<file path="src/rtl/deser_pkg.sv">
// Shared definitions for the serial deserializer and the parallel-side consumers.
package deser_pkg;

  // Default word width for the serial lane.
  localparam int DESER_WIDTH = 8;

  // Word type for consumers of the default-width parallel bus.
  typedef logic [DESER_WIDTH-1:0] word_t;

  // Width of the bit counter. It is never narrower than one bit.
  function automatic int count_width(input int width);
    return (width <= 2) ? 1 : $clog2(width);
  endfunction

endpackage

</file>
<file path="src/rtl/deser_hold_reg.sv">
// One-word holding register with a valid flag.
// A load and a drain can happen at the same edge. In that case the new word
// replaces the drained one, and valid stays set.
module deser_hold_reg #(
  parameter int WIDTH = 8
) (
  input  logic             clk,
  input  logic             reset,
  input  logic             load,
  input  logic [WIDTH-1:0] load_data,
  input  logic             drain,
  output logic [WIDTH-1:0] data,
  output logic             valid
);

  // Word storage and valid tracking. Data keeps its value after a drain.
  always_ff @(posedge clk) begin
    if (reset) begin
      data  <= '0;
      valid <= 1'b0;
    end else begin
      if (load) begin
        data <= load_data;
      end
      if (load) begin
        valid <= 1'b1;
      end else if (drain) begin
        valid <= 1'b0;
      end
    end
  end

endmodule

</file>
<file path="src/rtl/serial_deserializer.sv">
// Serial-to-parallel receiver. It accepts one bit per bit_valid/bit_ready
// handshake and assembles WIDTH-bit words. Completed words are presented
// through a one-word holding stage on an out_valid/out_ready handshake.
//
// Handshake rule for both sides: a transfer happens on a rising clk edge
// where valid and ready are both high. A producer holds its valid/data
// stable until that transfer. Ready never depends on the same side's valid.
module serial_deserializer
  import deser_pkg::*;
#(
  parameter int WIDTH     = DESER_WIDTH,
  parameter bit LSB_FIRST = 1'b1
) (
  input  logic             clk,
  input  logic             reset,
  input  logic             bit_in,
  input  logic             bit_valid,
  output logic             bit_ready,
  input  logic             frame_start,
  output logic [WIDTH-1:0] output_bus,
  output logic             out_valid,
  input  logic             out_ready,
  output logic             frame_error
);

  localparam int             CW   = count_width(WIDTH);
  localparam logic [CW-1:0]  LAST = CW'(WIDTH - 1);

  logic [WIDTH-1:0] shift_reg;
  logic [CW-1:0]    count;

  logic             accept;
  logic             drain;
  logic [CW-1:0]    eff_idx;
  logic [CW-1:0]    pos;
  logic             last_bit;
  logic             complete;
  logic [CW-1:0]    count_next;
  logic [WIDTH-1:0] word_next;

  // The final bit is refused only when the hold stage is full and not draining.
  // This means a completed word can never overwrite an undelivered one.
  assign bit_ready = !(out_valid && (count == LAST) && !out_ready);
  assign accept    = bit_valid && bit_ready;
  assign drain     = out_valid && out_ready;

  // Work out the slot for the incoming bit and the word as it will look after it.
  // A frame_start restarts the word, so the incoming bit becomes bit 0.
  always_comb begin
    eff_idx    = frame_start ? '0 : count;
    pos        = LSB_FIRST ? eff_idx : (LAST - eff_idx);
    word_next  = frame_start ? '0 : shift_reg;
    for (int i = 0; i < WIDTH; i++) begin
      if (CW'(i) == pos) begin
        word_next[i] = bit_in;
      end
    end
    last_bit   = (eff_idx == LAST);
    complete   = accept && last_bit;
    count_next = last_bit ? '0 : (eff_idx + CW'(1));
  end

  // Shift register, bit counter and sticky frame error.
  always_ff @(posedge clk) begin
    if (reset) begin
      shift_reg   <= '0;
      count       <= '0;
      frame_error <= 1'b0;
    end else if (accept) begin
      shift_reg <= last_bit ? '0 : word_next;
      count     <= count_next;
      if (frame_start && (count != '0)) begin
        frame_error <= 1'b1;
      end
    end
  end

  deser_hold_reg #(
    .WIDTH (WIDTH)
  ) u_hold (
    .clk       (clk),
    .reset     (reset),
    .load      (complete),
    .load_data (word_next),
    .drain     (drain),
    .data      (output_bus),
    .valid     (out_valid)
  );

endmodule

</file>
<file path="config.mk">
export PLATFORM = sky130hd
export DESIGN_NAME = serial_deserializer
export DESIGN_NICKNAME = d
export VERILOG_FILES = /design/src/rtl/deser_pkg.sv /design/src/rtl/deser_hold_reg.sv /design/src/rtl/serial_deserializer.sv
export SDC_FILE = /design/constraint.sdc
export NUM_CORES = 1
export LEC_CHECK = 0
export BUFFER_PORTS_ARGS = -buffer_cell sky130_fd_sc_hd__buf_2
export CELL_PAD_IN_SITES_DETAIL_PLACEMENT = 1
export CELL_PAD_IN_SITES_GLOBAL_PLACEMENT = 1
export CORE_MARGIN = 10
export CORE_UTILIZATION = 45
export CTS_CLUSTER_DIAMETER = 80
export DETAILED_ROUTE_END_ITERATION = 16
export GPL_ROUTABILITY_DRIVEN = 0
export PLACE_DENSITY = 0.92
export SETUP_SLACK_MARGIN = 0.1
export SYNTH_ARGS = -nofsm -noshare
export SYNTH_HDL_FRONTEND = slang
export SYNTH_SLANG_ARGS = --single-unit
</file>
<file path="constraint.sdc">
create_clock -name clk -period 5.2 [get_ports clk]
set_input_delay 0.52 -clock clk [delete_from_list [all_inputs] [get_ports clk]]
set_output_delay 0.52 -clock clk [all_outputs]
set_load 0.05 [all_outputs]
</file>
==> impl_metrics.ini <==
[run_status]
status = finished, final reports clean

[clock_network]
root_buffer = clkbuf_4
cts.sink_count = 20
cts_tree = done
cts_repair_resize_count = 0
clock_latency_ns = 0.30
clock_tree.htree_level_count = 1
cts_buffers = 3
clk_path_buf_depth = 2
post_cts_buffers = 0
cts.reportedPaths.clkPinSlew_ns = 0.11
ctsHoldBuffers = 0

[die]
ios = 17
die_w_um = 68.8
rows = 17
core_sq_mm = 0.00223
die_y_um = 68.8
dieArea_sq_mm = 0.00473
initial_core_util_pct = 47.9

[setup_path]
crit_family = compound AO/OA/AOI/OAI gates
startpoint = count[0]
end_kind = register
critPathKind = register to register
critPathMaxStageDelay_ns = 0.56
r2r-start = count[0]
cp_data_required_time_ns = 5.43
critical-path-slowest-cell = dfxtp_1
path_max_fanout = 15
crit_top_cell = ha_1
start_kind = register
cp.arrival_ns = 2.49
path_buf_inv = 1
cp_cell_sequence = nand2b_1 > inv_1 > ha_1 > ha_1 > nand2_1 > a21oi_4 > nor2_1 > a211oi_2

[timing]
fin_skew_ns = 0.00231
finalCritPeriodShare_pct = 43.5
whs_ns = 0.462
final.setup.tns_ns = 0
setup_viol = 0
slew_violations = 0
tightest_slew_ns = 0.458
rsz0062_at_grt = false
min_period_ns = 2.26
relSlewSlack_pct = 69.5
final_hold_viol_count = 0
timing.fmax_mhz = 442

[logic_synthesis]
synth-seq-cells = 20
seq_area_frac_synth_pct = 37.4
synthDistinctLibCells = 35
syn_area_sq_mm = 0.00107
synth_edf_count = 0
async_flop_share_pct = 0
ys.flop_type = dfxtp_1
netlist_instances = 112
syn_area_per_cell_sq_um = 9.55
yosys_warnings = 0
synth_fp_nets = 124

[finish]
n_antenna_cell = 0
stdcell_count = 152
final_cell_area_sq_mm = 0.00116
nets = 138
drive_above_1_share_pct = 29.0
largest_reg_flops = 8
final_common_cell = dfxtp_1
final_cell_mix = dfxtp_1, buf_2, nor2_1
num-fill-cells = 275
syn_to_final_growth_pct = 8.54

[run]
cap_violations = 0

[grt]
grt_pass1_vias = 935
grt_pass1_wl_mm = 4.49
gr-usage-all-layers_pct = 12.7
overflow = 0
grt_max_degree = 26
antenna_found_initial = 0

[worst_hold_path]
hold_class = register to register
min-delay-start = shift_reg[3]

[drt]
dr.pass1.iters = 4
vias_per_cell = 5.86
first_iter_violations = 14
wire_per_inst_um = 17.7
post-route-drc-count = 0
wl_mm = 2.69
num_vias = 891
ant_nets = 0

[placed_design]
place_area_sq_mm = 0.00114
post-dp-hpwl_mm = 2.08
dp.cells = 149
portBuffers = 16

[pwr]
finalPower_uw = 265
peakVddDrop_mv = 0.200
cellPowerDensity_mw_per_mm2 = 228
p_leak_nw = 0.460
-- routing by layer --
layer  part of all wire, %  global-route usage, %  vias to the layer above
li1                      -                      -                      427
met1                    41                   14.0                      429
met4                   3.0                   6.65                        0
met2                    50                   20.9                       27
met5                     0                      0                        -
met3                   5.7                   4.51                        8
-- synth_stat cells (2+ instances only) --
master | n | share of area, %
clkbuf_1 | 3 | 1.1
o21ai_0 | 3 | 1.4
nor2b_1 | 3 | 1.8
dfxtp_1 | 20 | 37
a31o_2 | 3 | 2.5
a21oi_1 | 7 | 3.3
o41ai_1 | 3 | 2.5
inv_1 | 3 | 1.1
buf_6 | 2 | 2.1
nor2_1 | 10 | 3.5
nor3b_1 | 6 | 4.2
nand2_1 | 6 | 2.1
nand3b_1 | 3 | 2.1
mux2_2 | 3 | 3.2
a211oi_2 | 4 | 4.7
nand2b_1 | 6 | 3.5
nand3_1 | 3 | 1.4
or3_1 | 2 | 1.2
ha_1 | 6 | 7.0
-- stage by stage --
step,utilization [%],worst slack (ns)
6_report,52.0,2.94
5_1_grt,52.0,2.70
2_1_floorplan,-,3.24
3_3_place_gp,51.0,2.90
4_1_cts,52.0,2.93
3_5_place_dp,51.0,2.77
-- worst min-delay path: cells and delay by family, from the launching register on --
kind	cells	cell delay (ns)
AOI/OAI and AO/OA	1	0.05
and+or+nand+nor	1	0.05
DFF	1	0.32
-- path summary, 6_finish.rpt --
path / endpoint / slack [ns] / cells past startpoint
worst max register to register: u_hold.data[3] / 2.94 / 8
worst max-delay path: u_hold.data[3] / 2.94 / 8
worst min register to register: shift_reg[3] / 0.46 / 2
worst min-delay path: shift_reg[3] / 0.46 / 2
-- power by group --
| group | internal (mW) | switching (mW) |
|---|---|---|
| registers | 0.156 | 0.00471 |
| logic | 0.0110 | 0.0201 |
| clock network | 0.0270 | 0.0458 |
| total | 0.194 | 0.0706 |
-- kinds of logic after synthesis --
group                      Yosys count  share of synthesized area (%)
buffers and inverters               10                           5.38
adders and majority gates            6                           7.02
and+or+nand+nor                     45                           25.0
AOI/OAI and AO/OA                   27                           21.1
DFF                                 20                           37.4
muxes                                4                           4.09
-- cell type report --
class / count / area, sq um / share of cell area (%)
multi-input combinational: 82 / 612 / 52.7
timing repair buffer: 16 / 80.1 / 6.90
sequential: 20 / 400 / 34.5
clock buffer: 3 / 22.5 / 1.94
tap: 28 / 35.0 / 3.02
inverter: 3 / 11.3 / 0.970
(Power assumes the default switching activity.)
